File: src/rtl/fetch.sv
`default_nettype none
// ============================================================================
// Module   : fetch
// Purpose  : Instruction fetch stage of the Beta pipeline. Owns the PC, issues
//            at most one outstanding request to instruction memory and drives
//            the IF/ID pipeline register consumed by decode. A one-entry hold
//            buffer absorbs a response that arrives while decode is stalled.
//            Branch/jump redirects from decode squash wrong-path fetches.
// Ports    : clk, rst_n               clock, async active-low reset
//            imem_req_valid/ready/addr request channel (addr word aligned)
//            imem_resp_valid/data      in-order response channel
//            stall                     decode cannot accept; hold valid IF/ID
//            redirect/redirect_addr    taken branch/jump from decode
//            inst/pc_plus_four/inst_valid  registered IF/ID outputs
// Revision : 1.0  initial release
// ============================================================================
module fetch #(
    parameter logic [31:0] RESET_VECTOR = 32'h8000_0000,
    parameter logic [31:0] NOP_INST     = 32'h83FF_F800
) (
    input  logic        clk,
    input  logic        rst_n,
    output logic        imem_req_valid,
    input  logic        imem_req_ready,
    output logic [31:0] imem_req_addr,
    input  logic        imem_resp_valid,
    input  logic [31:0] imem_resp_data,
    input  logic        stall,
    input  logic        redirect,
    input  logic [31:0] redirect_addr,
    output logic [31:0] inst,
    output logic [31:0] pc_plus_four,
    output logic        inst_valid
);

    typedef enum logic [1:0] {
        S_REQ  = 2'd0,
        S_WAIT = 2'd1,
        S_FULL = 2'd2
    } state_t;

    state_t      r_state, w_state_nxt;
    logic [31:0] r_pc, w_pc_nxt;
    logic        r_kill, w_kill_nxt;
    logic [31:0] r_tag_pc4, w_tag_nxt;
    logic [31:0] r_hold_inst, w_hold_inst_nxt;
    logic [31:0] r_hold_pc4, w_hold_pc4_nxt;
    logic [31:0] r_inst, w_inst_nxt;
    logic [31:0] r_pc4, w_pc4_nxt;
    logic        r_inst_valid, w_inst_valid_nxt;

    logic        w_req_hs;
    logic        w_ifid_free;
    logic [31:0] w_pc_inc;
    logic [31:0] w_redir_pc;
    logic        w_new_valid;
    logic [31:0] w_new_inst;
    logic [31:0] w_new_pc4;
    logic        w_unused_addr_lsbs;

    // Request channel decodes straight from state and PC.
    assign imem_req_valid = (r_state == S_REQ);
    assign imem_req_addr  = {r_pc[31:2], 2'b00};

    assign w_req_hs    = imem_req_valid && imem_req_ready;
    // Stall only protects a valid instruction; a bubble may be overwritten.
    assign w_ifid_free = !stall || !r_inst_valid;
    // Increment never touches the supervisor bit; bits 30:0 wrap.
    assign w_pc_inc    = {r_pc[31], r_pc[30:0] + 31'd4};
    assign w_redir_pc  = {redirect_addr[31:2], 2'b00};
    assign w_unused_addr_lsbs = ^redirect_addr[1:0];

    assign inst         = r_inst;
    assign pc_plus_four = r_pc4;
    assign inst_valid   = r_inst_valid;

    always_ff @(posedge clk or negedge rst_n) begin
        if (!rst_n) begin
            r_state      <= S_REQ;
            r_pc         <= RESET_VECTOR;
            r_kill       <= 1'b0;
            r_tag_pc4    <= RESET_VECTOR;
            r_hold_inst  <= NOP_INST;
            r_hold_pc4   <= RESET_VECTOR;
            r_inst       <= NOP_INST;
            r_pc4        <= RESET_VECTOR;
            r_inst_valid <= 1'b0;
        end else begin
            r_state      <= w_state_nxt;
            r_pc         <= w_pc_nxt;
            r_kill       <= w_kill_nxt;
            r_tag_pc4    <= w_tag_nxt;
            r_hold_inst  <= w_hold_inst_nxt;
            r_hold_pc4   <= w_hold_pc4_nxt;
            r_inst       <= w_inst_nxt;
            r_pc4        <= w_pc4_nxt;
            r_inst_valid <= w_inst_valid_nxt;
        end
    end

    always_comb begin
        w_state_nxt     = r_state;
        w_pc_nxt        = r_pc;
        w_kill_nxt      = r_kill;
        w_tag_nxt       = r_tag_pc4;
        w_hold_inst_nxt = r_hold_inst;
        w_hold_pc4_nxt  = r_hold_pc4;
        w_new_valid     = 1'b0;
        w_new_inst      = r_hold_inst;
        w_new_pc4       = r_hold_pc4;

        case (r_state)
            S_REQ: begin
                if (w_req_hs) begin
                    w_tag_nxt   = w_pc_inc;
                    w_pc_nxt    = w_pc_inc;
                    w_state_nxt = S_WAIT;
                end
                if (redirect) begin
                    w_pc_nxt = w_redir_pc;
                    // The request just accepted is on the wrong path.
                    if (w_req_hs) begin
                        w_kill_nxt = 1'b1;
                    end
                end
            end
            S_WAIT: begin
                if (imem_resp_valid) begin
                    if (r_kill || redirect) begin
                        w_kill_nxt  = 1'b0;
                        w_state_nxt = S_REQ;
                        if (redirect) begin
                            w_pc_nxt = w_redir_pc;
                        end
                    end else if (w_ifid_free) begin
                        w_new_valid = 1'b1;
                        w_new_inst  = imem_resp_data;
                        w_new_pc4   = r_tag_pc4;
                        w_state_nxt = S_REQ;
                    end else begin
                        w_hold_inst_nxt = imem_resp_data;
                        w_hold_pc4_nxt  = r_tag_pc4;
                        w_state_nxt     = S_FULL;
                    end
                end else if (redirect) begin
                    // Response still in flight: mark it for discard.
                    w_kill_nxt = 1'b1;
                    w_pc_nxt   = w_redir_pc;
                end
            end
            S_FULL: begin
                if (redirect) begin
                    w_pc_nxt    = w_redir_pc;
                    w_state_nxt = S_REQ;
                end else if (w_ifid_free) begin
                    w_new_valid = 1'b1;
                    w_state_nxt = S_REQ;
                end
            end
            default: begin
                w_state_nxt = S_REQ;
            end
        endcase

        // IF/ID: redirect > stall-hold of valid inst > load > bubble.
        w_inst_nxt       = r_inst;
        w_pc4_nxt        = r_pc4;
        w_inst_valid_nxt = r_inst_valid;
        if (redirect) begin
            w_inst_nxt       = NOP_INST;
            w_inst_valid_nxt = 1'b0;
        end else if (stall && r_inst_valid) begin
            w_inst_nxt       = r_inst;
        end else if (w_new_valid) begin
            w_inst_nxt       = w_new_inst;
            w_pc4_nxt        = w_new_pc4;
            w_inst_valid_nxt = 1'b1;
        end else begin
            w_inst_nxt       = NOP_INST;
            w_inst_valid_nxt = 1'b0;
        end
    end

endmodule
`default_nettype wire
File: config.mk
export PLATFORM = sky130hd
export DESIGN_NAME = fetch
export DESIGN_NICKNAME = d
export VERILOG_FILES = /design/src/rtl/fetch.sv
export SDC_FILE = /design/constraint.sdc
export NUM_CORES = 1
export LEC_CHECK = 0
export CORE_UTILIZATION = 32
export DETAILED_ROUTE_END_ITERATION = 10
export DONT_BUFFER_PORTS = 1
export GPL_ROUTABILITY_DRIVEN = 0
export PLACE_DENSITY = 0.52
export REMOVE_ABC_BUFFERS = 1
export SLEW_MARGIN = 20
export SYNTH_ARGS = -nofsm -noshare
export SYNTH_HDL_FRONTEND = slang
export SYNTH_SLANG_ARGS = --single-unit
export TNS_END_PERCENT = 5
File: constraint.sdc
create_clock -name clk -period 3.39 [get_ports clk]
set_input_delay 0.8475 -clock clk [delete_from_list [all_inputs] [get_ports clk]]
set_output_delay 0.8475 -clock clk [all_outputs]
set_load 0.02 [all_outputs]
# Word-level counts from Yosys, hierarchy flattened
# Index checks and enable logic that the tools add are counted.
[op_classes]
add_sub_neg = 1
n_eq_ne = 10
muxes = 38
bitwise = 4
n_reduce_logical = 16
[ops]
columns = ["cell", "n"]
rows = [
  ["32-bit 2-to-1 mux", 15],
  ["32-bit one-hot mux with 3 select lines", 1],
  ["31-bit by 3-bit adder with 31-bit output (second input constant)", 1],
  ["31-bit 2-to-1 mux", 1],
  ["1-bit 2-to-1 mux", 12],
  ["2-bit 2-to-1 mux", 6],
  ["3-bit AND reduction", 4],
  ["3-bit != test (second input constant)", 3],
  ["2-bit one-hot mux with 3 select lines", 1],
  ["5-bit AND reduction", 1],
  ["2-bit by 1-bit != test with 1-bit output (second input constant)", 2],
  ["2-bit != test (second input constant)", 2],
  ["1-bit inverter", 4],
  ["1-bit one-hot mux with 2 select lines", 2],
  ["4-bit AND reduction", 1],
  ["3-bit by 1-bit != test with 1-bit output (second input constant)", 1],
  ["3-bit nonzero test", 1],
  ["2-bit by 1-bit == test with 1-bit output (second input constant)", 1],
  ["2-bit == test (second input constant)", 1],
  ["1-bit logical AND", 2],
  ["1-bit logical NOT", 2],
  ["2-bit logical NOT", 1],
  ["1-bit logical OR", 2],
  ["2-bit AND reduction", 1],
  ["2-bit nonzero test", 1],
]
[totals]
register_bits = 196
elab_cells = 79

# Depth between registers and ports, before layout
[depth]
depth_word = 9
mapped_depth = 8

# Least setup slack after synthesis
# Ideal clock, no wire load.
[synth_timing]
kind = "input port to flip-flop"
startpoint = "input port stall"
endpoint = "register r_hold_inst[0]"
arrival_ns = 2.243
slack_ns = 1.022
cell_stages = 6
path_buffers = 2
cell_sequence = "nand2_1 -> or2_2 -> clkbuf_1 -> nor2_1 -> buf_2 -> mux2_2"
[synth_via]
elab_chain_len = 4
[synth_rtl]
columns = ["element", "line", "text"]
rows = [
  ["from (decl)", "28", "input logic stall,"],
  ["1-bit logical NOT", "67", "assign w_ifid_free = !stall || !r_inst_valid;"],
  ["1-bit logical OR", "67", ""],
  ["1-bit inverter (no source line)", "-", ""],
  ["4-bit AND reduction (no source line)", "-", ""],
  ["to (signal assigned)", "93", "r_hold_inst <= w_hold_inst_nxt;"],
  ["to (decl)", "46", "logic [31:0] r_hold_inst, w_hold_inst_nxt;"],
]
# No other way between the ends.
# A chain may end at the register's enable or synchronous reset.

# Final worst setup path
[layout_timing]
startpoint = "register r_state[1]"
endpoint = "register r_inst[11], in the netlist inst[11]"
[layout_via]
elab_chain_len = 5
word_cells_on_any_way = 7
classes_between = "eq/ne (2); mux (5)"
[layout_rtl]
columns = ["element", "line", "text"]
rows = [
  ["from (decl)", "42", "state_t r_state, w_state_nxt;"],
  ["from (signal assigned)", "89", "r_state <= w_state_nxt;"],
  ["2-bit == test or 2-bit by 1-bit == test with 1-bit output (tied branches)", "112", "case (r_state)"],
  ["1-bit one-hot mux with 2 select lines or 32-bit 2-to-1 mux (tied branches)", "112", ""],
  ["32-bit 2-to-1 mux (*)", "174", "end else if (w_new_valid) begin"],
  ["32-bit 2-to-1 mux (*)", "172", "end else if (stall && r_inst_valid) begin"],
  ["32-bit 2-to-1 mux (*)", "169", "if (redirect) begin"],
  ["to (signal assigned)", "95", "r_inst <= w_inst_nxt;"],
  ["to (decl)", "48", "logic [31:0] r_inst, w_inst_nxt;"],
]
# Mark *: on every way between the ends. The rest lies on a longest branch, timed or not. The select of a mux whose other input is x is not followed.

==> impl_metrics.py <==
metrics = {
    "synth": {
        "async_flop_share": 1.00,
        "netlist.area_leader.share": 0.438,
        "ys_types": 56,
        "synth-seq-cells": 188,
        "synth_warnings": 0,
        "synth_edf_count": 0,
        "netlist_top_cells_area": "dfrtp_1 (44%), dfstp_2 (11%), mux2_2 (8.6%)",
        "yosys.area.top_type": "dfrtp_1",
        "seq_area_frac_synth": 0.547,
        "syn_avg_cell_area_um2": 10.1,
        "synth_ff_type": "dfrtp_1",
        "syn_inst": 858,
        "netlist_area_um2": 8680,
    },
    "power": {
        "power_mw": 7.68,
        "irDropWorstVdd_mv": 0.383,
        "power.density_nw_per_um2": 798,
        "p_leak_nw": 3.92,
    },
    "die": {
        "die_y_um": 167,
        "dieArea_um2": 27800,
        "rows": 59,
        "dieWidth_um": 167,
        "core_area_um2": 26400,
        "io_pins": 168,
        "start_util": 0.329,
    },
    "drt": {
        "drt_iter0_markers": 309,
        "viasPerCell": 5.15,
        "dr.pass1.iters": 4,
        "post-route-drc-count": 0,
        "drtAntennaViolNets": 0,
        "vias": 6124,
        "detail_route.wirelength_um": 22200,
        "routedWlPerCell_um": 18.6,
    },
    "final_layout": {
        "drive_gt1_frac": 0.194,
        "area_growth_pct": 11.0,
        "fin_nets": 917,
        "final_util": 0.366,
    },
    "worst_hold_path": {
        "hold_path.class": "primary input to async pin",
    },
    "timing": {
        "hold_viol_final": 0,
        "hold_ws_ns": 0.129,
        "worst_pin_slew_ns": 0.757,
        "rsz0062_at_grt": "false",
        "layout_worst_path_cycle_share": 0.739,
        "fin_ws_ns": 0.886,
        "slew_violations": 0,
        "fmax_ghz": 0.399,
        "max_slew_margin": 0.496,
        "period_needed_ns": 2.50,
        "finalSetupViolCount": 0,
        "clock_skew_ns": 0.0101,
    },
    "critical_path": {
        "crit_type": "flip-flop to flip-flop",
        "startpoint": "r_state[1]$_DFFE_PN0P_",
        "r2r_start": "r_state[1]$_DFFE_PN0P_",
        "endpoint_kind": "flip-flop",
        "rrSetupSlack_ns": 0.89,
        "critPathCapture": "inst[11]$_DFFE_PN1P_",
        "worstPathRequired_ns": 3.73,
        "worst_setup_path_start_kind": "flip-flop",
        "path_max_fanout": 64,
        "cp_data_arrival_time_ns": 2.85,
        "regToRegEndpoint": "inst[11]$_DFFE_PN1P_",
        "reg2reg_depth": 7,
    },
    "clocking": {
        "cts.sinks": 188,
        "postCtsSetupRepairBufs": 0,
        "cts_tree": "done",
        "numCtsBuffers": 17,
        "cts_resized": 0,
        "clkTransAtPathRegs_ns": 0.08,
        "clockBufferDepth": 2,
        "clk-insertion-delay-late_ns": 0.43,
        "htreeDepth": 4,
        "ctsRootBufferMaster": "clkbuf_16",
        "postCtsHoldBufs": 0,
    },
    "run": {
        "maxCapViolations": 0,
    },
    "global_route": {
        "grt_pass1_vias": 6035,
        "grt_max_degree": 189,
        "antenna_found_initial": 1,
        "track_usage": 0.165,
        "grt_overflow_total": 0,
        "grt_pass1_wl_um": 35600,
    },
    "placed_design": {
        "pre_cts_ws_ns": 0.824,
        "portBuffers": 0,
        "dp_hpwl_um": 14600,
    },
    "outcome": {
        "status": "finished, final reports clean",
    },
}
[cell families after synthesis]
family | after synthesis | share of synthesized area
XOR/XNOR | 27 | 0.0272
buffers and inverters | 66 | 0.0323
multiplexers | 82 | 0.104
other | 1 | 0.000432
adder cells (fa/ha/maj) | 6 | 0.00865
AO/OA/AOI/OAI | 173 | 0.122
AND/OR/NAND/NOR | 315 | 0.158
flip-flops | 188 | 0.547
[stage by stage]
stage | area, µm² | setup TNS (ns) | cells
detailed placement | 9060 | 0 | 1157
CTS | 9630 | 0 | 1189
global placement | 9060 | 0 | 1157
finish | 9630 | 0 | 1190
floorplan | 8450 | -111.64 | 804
global route | 9630 | 0 | 1190
[worst max-delay path: stages, from the launching register on]
cell	delay [ns]
dfrtp_1	0.42
inv_1	0.11
ha_1	0.22
inv_1	0.08
nor3b_1	0.44
o211a_4	0.72
buf_4	0.31
a31oi_1	0.09
[synth_stat cells (2+ instances only)]
| cell type | n |
|---|---|
| nor3_1 | 9 |
| a2bb2oi_1 | 3 |
| nor2b_1 | 2 |
| o21ai_0 | 56 |
| nor4_1 | 5 |
| o2bb2a_1 | 2 |
| o2bb2ai_1 | 8 |
| dfstp_2 | 36 |
| dfrtp_1 | 152 |
| o22a_1 | 2 |
| nand2_1 | 173 |
| buf_2 | 11 |
| and4_1 | 4 |
| nor2_1 | 81 |
| a311oi_1 | 2 |
| xnor2_1 | 14 |
| a21oi_1 | 23 |
| xor2_1 | 13 |
| a31oi_1 | 51 |
| ha_1 | 6 |
| mux2i_1 | 16 |
| buf_1 | 3 |
| buf_4 | 5 |
| or2_2 | 3 |
| nand4_1 | 5 |
| mux2_2 | 66 |
| a22o_1 | 2 |
| inv_1 | 9 |
| a22oi_1 | 5 |
| o22ai_1 | 10 |
| clkbuf_1 | 38 |
| and3_1 | 6 |
| nand3_1 | 14 |
[layout make-up]
class / count / area, µm²
Antenna cell: 1 / 2.50
Clock inverter: 11 / 93.8
Tap cell: 335 / 419
Fill cell: 2629 / 16700
Timing Repair Buffer: 18 / 148
Inverter: 9 / 33.8
Clock buffer: 21 / 482
Sequential cell: 188 / 4750
Multi-Input combinational cell: 607 / 3710
[cells in the final DEF, fill, tap and decap left out, types with 5 or more instances in the layout]
cell type	instances
o2bb2ai_1	8
xor2_1	13
mux2_2	66
o21ai_0	56
xnor2_1	14
o22ai_1	10
dfrtp_1	152
nor4_1	5
a21oi_1	23
nand3_1	14
nor3_1	9
inv_6	6
nand2_1	171
and3_1	6
ha_1	6
inv_1	9
mux2i_1	16
clkbuf_16	18
a31oi_1	50
nand4_1	5
a22oi_1	5
buf_4	17
nor2_1	79
dfstp_2	36
[flip-flops by register name, indices dropped and copies added (netlist names)]
| register | flops |
|---|---|
| inst | 32 |
| inst_valid | 1 |
| pc_plus_four | 30 |
| r_hold_inst | 32 |
| r_hold_pc4 | 30 |
| r_kill | 1 |
| r_pc | 30 |
| r_state | 2 |
| r_tag_pc4 | 30 |
[power by group]
part / total, mW / switching (mW) / internal [mW]
combinational: 1.63 / 0.916 / 0.711
clock: 2.00 / 0.953 / 1.05
sequential: 4.05 / 1.16 / 2.90
total: 7.68 / 3.03 / 4.66
[how the worst min path moves through the flow]
stage	slack (ns)	endpoint	cells after the start
floorplan	0.47	r_tag_pc4[10]$_DFFE_PN0P_	2
global placement	0.47	inst[18]$_DFFE_PN1P_	2
detailed placement	0.48	inst[11]$_DFFE_PN1P_	2
CTS	0.07	r_hold_inst[30]$_DFFE_PN0P_	0
global route	0.1	pc_plus_four[6]$_DFFE_PN0P_	0
finish	0.13	pc_plus_four[27]$_DFFE_PN0P_	0
[routing by layer]
metal  track usage  wire, µm  share of wire
met5             0         0              0
met4        0.0495       254          0.011
met3        0.0485      1420          0.064
met2         0.262     10300           0.47
met1         0.217     10200           0.46
(Power assumes the default switching activity.)
